[config.mk]
export PLATFORM = sky130hd
export DESIGN_NAME = cb_douta_router
export DESIGN_NICKNAME = d
export VERILOG_FILES = /design/src/rtl/cb_douta_router_pkg.sv /design/src/rtl/cb_douta_router_seq_dly.sv /design/src/rtl/cb_douta_router.sv
export SDC_FILE = /design/constraint.sdc
export NUM_CORES = 1
export LEC_CHECK = 0
export BUFFER_PORTS_ARGS = -buffer_cell sky130_fd_sc_hd__buf_2
export CORE_AREA = 2 2 259 261
export DETAILED_ROUTE_END_ITERATION = 8
export DIE_AREA = 0 0 261 263
export PLACE_DENSITY = 0.61
export SLEW_MARGIN = 20
export SYNTH_ARGS = -nofsm -noshare
export SYNTH_HDL_FRONTEND = slang
export SYNTH_HIERARCHICAL = 1
export SYNTH_SLANG_ARGS = --single-unit
export TNS_END_PERCENT = 100
[constraint.sdc]
create_clock -name clk -period 2.4 [get_ports clk]
set_clock_uncertainty 0.1 [all_clocks]
set_input_delay 0.24 -clock clk [delete_from_list [all_inputs] [get_ports clk]]
set_output_delay 0.24 -clock clk [all_outputs]
set_load 0.01 [all_outputs]
[src/rtl/cb_douta_router_pkg.sv]
// Select-field encodings shared between the CB read-data router and the sequencer
// that drives CB_douta_sel = {dst, dir}.
package cb_douta_router_pkg;

  localparam int unsigned DST_IDLE = 0;
  localparam int unsigned DST_A    = 1;
  localparam int unsigned DST_B    = 2;
  localparam int unsigned DST_M    = 3;
  localparam int unsigned DST_TB   = 4;

  typedef enum logic [1:0] {
    DIR_IDLE = 2'd0,
    DIR_POS  = 2'd1,
    DIR_NEG  = 2'd2,
    DIR_PAIR = 2'd3
  } dir_e;

endpackage

[src/rtl/cb_douta_router_seq_dly.sv]
// seq_cnt delay line: DEPTH-stage shift register with clock enable and
// synchronous active-low clear, aligning seq_cnt with the CB read latency.
module cb_seq_dly #(
  parameter int unsigned DW    = 10,
  parameter int unsigned DEPTH = 2
) (
  input  logic          i_clk,
  input  logic          i_rst_n,
  input  logic          i_en,
  input  logic [DW-1:0] i_d,
  output logic [DW-1:0] o_q
);

  logic [DW-1:0] r_sr [DEPTH];

  always_ff @(posedge i_clk) begin
    if (!i_rst_n) begin
      for (int unsigned k = 0; k < DEPTH; k++) r_sr[k] <= '0;
    end else if (i_en) begin
      r_sr[0] <= i_d;
      for (int unsigned k = 1; k < DEPTH; k++) r_sr[k] <= r_sr[k-1];
    end
  end

  assign o_q = r_sr[DEPTH-1];

endmodule

[src/rtl/cb_douta_router.sv]
// Routes CB port-A read lanes to the A/B/M operand buses and the TB write-data bus,
// with per-destination valids, stall and a seq_cnt delay line for TB placement.
module cb_douta_router
  import cb_douta_router_pkg::*;
#(
  parameter int unsigned X          = 4,
  parameter int unsigned Y          = 4,
  parameter int unsigned L          = 4,
  parameter int unsigned RSA_DW     = 32,
  parameter int unsigned SEQ_CNT_DW = 10,
  parameter int unsigned SEL_DW     = 5,
  parameter int unsigned SEQ_DLY    = 2
) (
  input  logic                  clk,
  input  logic                  sys_rst_n,
  input  logic                  stall,
  input  logic [SEL_DW-1:0]     CB_douta_sel,
  input  logic [SEQ_CNT_DW-1:0] l_k,
  input  logic [SEQ_CNT_DW-1:0] seq_cnt_out,
  input  logic                  in_valid,
  input  logic [L*RSA_DW-1:0]   CB_douta,
  output logic [X*RSA_DW-1:0]   A_CB_douta,
  output logic [Y*RSA_DW-1:0]   B_CB_douta,
  output logic [X*RSA_DW-1:0]   M_CB_douta,
  output logic [X*RSA_DW-1:0]   TB_dina_CB_douta,
  output logic                  A_vld,
  output logic                  B_vld,
  output logic                  M_vld,
  output logic                  TB_vld
);

  localparam int unsigned DST_W = SEL_DW - 2;
  localparam int unsigned PW    = $clog2(L / 2);
  localparam int unsigned KX    = (X < L) ? X : L;
  localparam int unsigned KY    = (Y < L) ? Y : L;
  localparam logic [DST_W-1:0]      C_DST_A  = DST_W'(DST_A);
  localparam logic [DST_W-1:0]      C_DST_B  = DST_W'(DST_B);
  localparam logic [DST_W-1:0]      C_DST_M  = DST_W'(DST_M);
  localparam logic [DST_W-1:0]      C_DST_TB = DST_W'(DST_TB);
  localparam logic [SEQ_CNT_DW-1:0] C_X      = SEQ_CNT_DW'(X);

  logic [DST_W-1:0]      w_dst;
  dir_e                  w_dir;
  logic [PW-1:0]         w_p;
  logic [SEQ_CNT_DW-1:0] w_s;
  logic                  w_unused;
  logic [RSA_DW-1:0]     w_in [L];
  logic [RSA_DW-1:0]     w_lo, w_hi;

  logic [X-1:0][RSA_DW-1:0] w_pos_x, w_neg_x, w_pair_x, w_tb_x, w_map_x;
  logic [Y-1:0][RSA_DW-1:0] w_pos_y, w_neg_y, w_pair_y, w_map_y;
  logic [X-1:0][RSA_DW-1:0] w_a_nxt, w_m_nxt, w_tb_nxt;
  logic [Y-1:0][RSA_DW-1:0] w_b_nxt;
  logic w_a_vld_nxt, w_b_vld_nxt, w_m_vld_nxt, w_tb_vld_nxt;

  assign w_dst    = CB_douta_sel[SEL_DW-1:2];
  assign w_dir    = dir_e'(CB_douta_sel[1:0]);
  assign w_p      = ~l_k[PW-1:0];
  assign w_unused = ^l_k[SEQ_CNT_DW-1:PW];

  cb_seq_dly #(
    .DW    (SEQ_CNT_DW),
    .DEPTH (SEQ_DLY)
  ) u_seq_dly (
    .i_clk   (clk),
    .i_rst_n (sys_rst_n),
    .i_en    (~stall),
    .i_d     (seq_cnt_out),
    .o_q     (w_s)
  );

  for (genvar gi = 0; gi < L; gi++) begin : g_unpack
    assign w_in[gi] = CB_douta[gi*RSA_DW +: RSA_DW];
  end

  always_comb begin
    w_lo = '0;
    w_hi = '0;
    for (int unsigned j = 0; j < L / 2; j++) begin
      if (w_p == PW'(j)) begin
        w_lo = w_in[2*j];
        w_hi = w_in[2*j+1];
      end
    end
  end

  for (genvar gx = 0; gx < X; gx++) begin : g_x
    localparam logic [SEQ_CNT_DW-1:0] C_LO_S = SEQ_CNT_DW'(gx + 1);
    localparam logic [SEQ_CNT_DW-1:0] C_HI_S = SEQ_CNT_DW'(gx + 2);
    localparam bit                    C_LAST = (gx == X - 1);
    if (gx < KX) begin : g_in
      assign w_pos_x[gx] = w_in[gx];
      assign w_neg_x[gx] = w_in[L-1-gx];
    end else begin : g_zero
      assign w_pos_x[gx] = '0;
      assign w_neg_x[gx] = '0;
    end
    assign w_pair_x[gx] = (gx == 0) ? w_lo : (gx == 1) ? w_hi : '0;
    // s=0 parks hi in the top lane; s in 1..X places lo at s-1 and hi just below it.
    assign w_tb_x[gx] = (w_s == C_LO_S) ? w_lo :
                        (((w_s == C_HI_S) && (w_s <= C_X)) || (C_LAST && (w_s == '0))) ? w_hi :
                        '0;
  end

  for (genvar gy = 0; gy < Y; gy++) begin : g_y
    if (gy < KY) begin : g_in
      assign w_pos_y[gy] = w_in[gy];
      assign w_neg_y[gy] = w_in[L-1-gy];
    end else begin : g_zero
      assign w_pos_y[gy] = '0;
      assign w_neg_y[gy] = '0;
    end
    assign w_pair_y[gy] = (gy == 0) ? w_lo : (gy == 1) ? w_hi : '0;
  end

  always_comb begin
    w_map_x = '0;
    w_map_y = '0;
    case (w_dir)
      DIR_POS:  begin w_map_x = w_pos_x;  w_map_y = w_pos_y;  end
      DIR_NEG:  begin w_map_x = w_neg_x;  w_map_y = w_neg_y;  end
      DIR_PAIR: begin w_map_x = w_pair_x; w_map_y = w_pair_y; end
      default:  begin w_map_x = '0;       w_map_y = '0;       end
    endcase
  end

  always_comb begin
    w_a_nxt      = '0;
    w_b_nxt      = '0;
    w_m_nxt      = '0;
    w_tb_nxt     = '0;
    w_a_vld_nxt  = 1'b0;
    w_b_vld_nxt  = 1'b0;
    w_m_vld_nxt  = 1'b0;
    w_tb_vld_nxt = 1'b0;
    if (w_dst == C_DST_A) begin
      w_a_nxt     = w_map_x;
      w_a_vld_nxt = in_valid;
    end else if (w_dst == C_DST_B) begin
      w_b_nxt     = w_map_y;
      w_b_vld_nxt = in_valid;
    end else if (w_dst == C_DST_M) begin
      w_m_nxt     = w_map_x;
      w_m_vld_nxt = in_valid;
    end else if ((w_dst == C_DST_TB) && (w_dir == DIR_PAIR) && (w_s <= C_X)) begin
      w_tb_nxt     = w_tb_x;
      w_tb_vld_nxt = in_valid;
    end
  end

  always_ff @(posedge clk) begin
    if (!sys_rst_n) begin
      A_CB_douta       <= '0;
      B_CB_douta       <= '0;
      M_CB_douta       <= '0;
      TB_dina_CB_douta <= '0;
      A_vld            <= 1'b0;
      B_vld            <= 1'b0;
      M_vld            <= 1'b0;
      TB_vld           <= 1'b0;
    end else if (!stall) begin
      A_CB_douta       <= w_a_nxt;
      B_CB_douta       <= w_b_nxt;
      M_CB_douta       <= w_m_nxt;
      TB_dina_CB_douta <= w_tb_nxt;
      A_vld            <= w_a_vld_nxt;
      B_vld            <= w_b_vld_nxt;
      M_vld            <= w_m_vld_nxt;
      TB_vld           <= w_tb_vld_nxt;
    end
  end

endmodule

---- Word-level counts from Yosys, hierarchy flattened ----
Memories as Yosys holds them, arrays and structs flattened.
Index checks and enable logic that the tools add are counted.
W data, S select, Z words.
word-level totals
  output and inout bits ................... 516
  bits in registers ....................... 516
  bits in writable memories ............... 20
  bits of input ports ..................... 157
  word-level logic and storage cells ...... 69
  memories ................................ 1
cells by class
  equal/unequal tests ..................... 12
  magnitude comparators ................... 1
  multiplexer cells ....................... 37
  reductions and logical operators ........ 8
  bitwise logic cells ..................... 2
memory list
  memory          words  width  read ports  clocked after Yosys merged registers in  write ports  line                           source
  u_seq_dly.r_sr  2      10     2           0                                        2            cb_douta_router_seq_dly.sv:14  logic [DW-1:0] r_sr [DEPTH];
operator list
  kind                   number
  $mux W128              10
  $pmux W128 S3          1
  $mux W32               10
  $eq A10 B2 Y1 const B  2
  $eq A10 B3 Y1 const B  2
  $mux W10               2
  $mux W1                14
  $eq A10 B1 Y1 const B  1
  $le A10 B3 Y1 const B  1
  $logic_not A10 Y1      1
  $eq A3 B2 Y1 const B   2
  $logic_and A1 B1 Y1    6
  $eq A2 B2 Y1 const B   2
  $eq A3 B1 Y1 const B   1
  $eq A3 B3 Y1 const B   1
  $eq A2 B1 Y1 const B   1
  $or A1 B1 Y1           2
  $logic_or A1 B1 Y1     1

---- Longest topological paths before layout ----
An unclocked memory read counts as a cell.
  depth after elaboration ................. 10
  depth in mapped cells ................... 7
  mapped depth without buffers ............ 4

---- Modules after synthesis ----
The synthesis kept the hierarchy.
by module, submodules not included
  module           area an instance (µm²)  times used  seq. area each (µm²)  cells an instance
  cb_douta_router  21011.4                 1           10329.9               2268
  cb_seq_dly       827.0                   1           600.6                 55

---- Least setup slack after synthesis ----
OpenSTA, ideal clock, no wires.
  kind .................................... input to register
  start point ............................. in stall
  end point ............................... mem u_seq_dly.r_sr[0][0] (enable)
  setup time .............................. 0.399 ns
  buffers on the path ..................... 3
  stages on the path ...................... 5
  required time ........................... 1.901 ns
  slack ................................... 0.530 ns
  data arrival time ....................... 1.371 ns
  path through ............................ buf_4 buf_2 buf_1 inv_1 nand2b_1
RTL lines
  what         line                           source
  from (decl)  cb_douta_router.sv:16          input logic stall,
  to (decl)    cb_douta_router_seq_dly.sv:14

---- Worst setup path in the final report ----
  start point ............................. in CB_douta[17]
  end point ............................... reg A_CB_douta[17]
on the way
  cells in the longest elaborated chain, start to end .. 3
ends and longest elaborated chain
  what                  line                    source
  from (decl)           cb_douta_router.sv:21   input logic [L*RSA_DW-1:0] CB_douta,
  $mux W32              cb_douta_router.sv:80   if (w_p == PW'(j)) begin
  $pmux W128 S3 *       cb_douta_router.sv:119  case (w_dir)
  $mux W128 *           cb_douta_router.sv:136  if (w_dst == C_DST_A) begin
  to (signal assigned)  cb_douta_router.sv:162  A_CB_douta <= w_a_nxt;
  to (decl)             cb_douta_router.sv:22   output logic [X*RSA_DW-1:0] A_CB_douta,
Mark *: on every way between the ends. The rest lies on a longest branch, timed or not.
A chain may end at the register's enable or synchronous reset.

==> impl_metrics.toml <==
[placement]
gp_congestion = 0.928
port_buffers = 663
dp_hpwl_mm = 77.9
dp.cells = 3710
postPlaceCellArea_sq_mm = 0.0261

[logic_synthesis]
syn_nets = 2480
yosys.area_share.simple = 0.127
synth_seq_area_share = 0.501
syn_inst = 2323
synth_top_family_by_area = "compound AO/OA/AOI/OAI gates"
synthMuxAreaShare = 0.0693
synth_area_per_cell_sq_um = 9.40
synth-async-reset-ratio = 0
synthFlopType = "dfxtp_1"
synth_cell_types = 40
synth_area_sq_mm = 0.0218
synthAdderAreaFrac = 0
synthXorXnorAreaFrac = 0
synth-edff-count = 20
yosys_warnings = 6
synth_compound_area_frac = 0.252
synth-seq-cells = 536

[global_routing]
grt_max_degree = 194
grt_usage = 0.286
grt_pass1_wl_mm = 144
grt_pass1_vias = 19800
antenna_found_initial = 27
grt_overflow = 0

[critical_path]
endpoint_kind = "flip-flop"
path_class = "primary input to flip-flop"
cp-startpoint = "CB_douta[17]"
startpoint_type = "primary input"
timing.rr.start = "u_seq_dly/r_sr[0][15]"
critPathArrivalTime_ns = 2.45
worstPathMaxFanout = 5
crit_required_ns = 2.78

[clock_network]
clk_pin_slew_ns = 0.06
cts_buffers = 60
cts_root_buf = "clkbuf_16"
clkSinkCount = 536
clock_latency_ns = 0.61
tritoncts = "built"
clockBufferDepth = 3
htree_levels = 2

[routing]
routed_wl_mm = 103
avgRoutedWirePerCell_microns = 26.5
first_iter_violations = 2050
drt-vias-per-instance = 5.36
vias = 20900
dr.pass1.iters = 6
drc_errors = 0
ant_nets = 0

[status]
outcome = "complete, no violations"

[finish]
nets = 3118
instances_no_fill = 3889
drive_gt1_frac = 0.327
fill_cells = 6560
fin_util = 0.436
area.growth.synth_to_final_pct = 31.0
final_area_sq_mm = 0.0286

[die]
die_area_sq_mm = 0.0686
rows = 94
die_h_microns = 263
initial_core_util = 0.333
die_x_microns = 261
pin_count = 673
core_sq_mm = 0.0656

[power_and_ir_drop]
ir_drop_v = 0.000521
leakage_nw = 12.0
power.density_mw_per_mm2 = 724

[sta]
hold_viol_final = 0
min_period_ns = 2.08
rsz0062_at_grt = "no"
fmax_mhz = 481
tns_ns = 0
relSlewSlack = 0.406
slew_viol_final = 0
setup-violations-final = 0
layout_worst_path_cycle_share = 0.866
worst_pin_slew_ns = 0.892

[worst_hold_path]
hold_class = "primary input to flip-flop"
hp-start = "CB_douta[93]"

[run]
maxCapViolCount = 0
-- critical path, cell delays in order --
cell and delay [ns]:
dlygate4sd3_1 0.56, buf_2 0.16, mux2_4 0.32, mux2_2 0.29, a22oi_2 0.21, dlygate4sd3_1 0.60
o21ai_0 0.07
-- metrics by stage --
step	setup WS, ns	hold slack [ns]	total power [mW]
floorplan	0.530	0.275	10.5
detailed placement	0.244	0.337	11.6
global route	0.245	0.0295	21.3
global placement	0.274	0.330	11.6
finish	0.321	0.0379	20.7
CTS	0.390	0.0000633	20.8
-- state kept, by name, summed over array words and instances, names as in the netlist, 20 cells and up --
register / flops
TB_dina_CB_douta: 128
B_CB_douta: 128
A_CB_douta: 128
u_seq_dly/r_sr: 20
M_CB_douta: 128
-- timing repair --
item,in CTS,in global routing
buffers inserted,0,0
gates resized for setup,0,0
hold buffers,53,0
endpoints found under the hold margin,125,0
-- kinds of logic after synthesis --
kind of cell	count (synthesis)
AO/OA/AOI/OAI	869
buffers and inverters	227
flip-flops	536
multiplexers	128
AND/OR/NAND/NOR	563
-- cell type report --
type	instances	area [sq um]	area share
Sequential cell	536	10900	0.382
Multi-Input combinational cell	1560	9850	0.344
Timing Repair Buffer	801	4740	0.166
Clock inverter	24	226	0.00791
Antenna cell	14	35.0	0.00122
Tap cell	864	1080	0.0378
Inverter	2	7.51	0.000262
Clock buffer	88	1740	0.0607
-- synthesized netlist by cell type (all sizes together) (4+ instances only) --
library cell  count  area, sq um
and3             20          125
clkbuf          118          445
dfxtp           516        10300
o21ai           418         2090
nor2b           196         1230
nand3             4         20.0
buf             107          667
edfxtp           20          601
mux2             96         1190
o22ai            32          200
a22o             64          561
a21oi            64          320
a22oi           291         2330
mux2i            32          320
nand2           324         1230
-- power breakdown --
group / leakage (nW) / internal [mW] / switching [mW] / total [mW]
clock network: 0.955 / 5.32 / 3.90 / 9.22
registers: 4.38 / 9.05 / 0.0498 / 9.10
logic: 6.68 / 0.826 / 1.56 / 2.38
total: 12.0 / 15.2 / 5.51 / 20.7
-- per-layer routing --
| layer | part of all wire | global-route usage | vias to the layer above | wire length (microns) |
|---|---|---|---|---|
| met5 | 0.0013 | 0 | - | 130 |
| met4 | 0.033 | 0.0977 | 22 | 3410 |
| met3 | 0.083 | 0.0756 | 193 | 8580 |
| met2 | 0.48 | 0.482 | 906 | 49000 |
| met1 | 0.41 | 0.351 | 10100 | 41800 |
| li1 | - | - | 9614 | - |
-- layout by cell type, fill, tap and decap left out, types with 14 or more instances in the layout --
cell type and count:
o21ai_1 160, clkbuf_16 60, nor2b_1 195, buf_4 69, a22oi_2 30, a21oi_1 64, mux2i_1 32, dfxtp_1 516
diode_2 14, clkbuf_1 15, nand2_1 321, o22ai_1 32, and3_1 20, dlygate4sd3_1 53, a22oi_1 261, mux2_4 30
o21ai_0 258, edfxtp_1 20, mux2_2 66, buf_2 658, a22o_1 64, buf_12 19
-- worst paths after layout --
check	endpoint	slack, ns	depth (start not counted)
min reg2reg	TB_dina_CB_douta[9]	0.34	2
max reg2reg	TB_dina_CB_douta[116]	0.38	5
min	TB_dina_CB_douta[125]	0.04	4
max	A_CB_douta[17]	0.32	7
(Power assumes the default switching activity.)
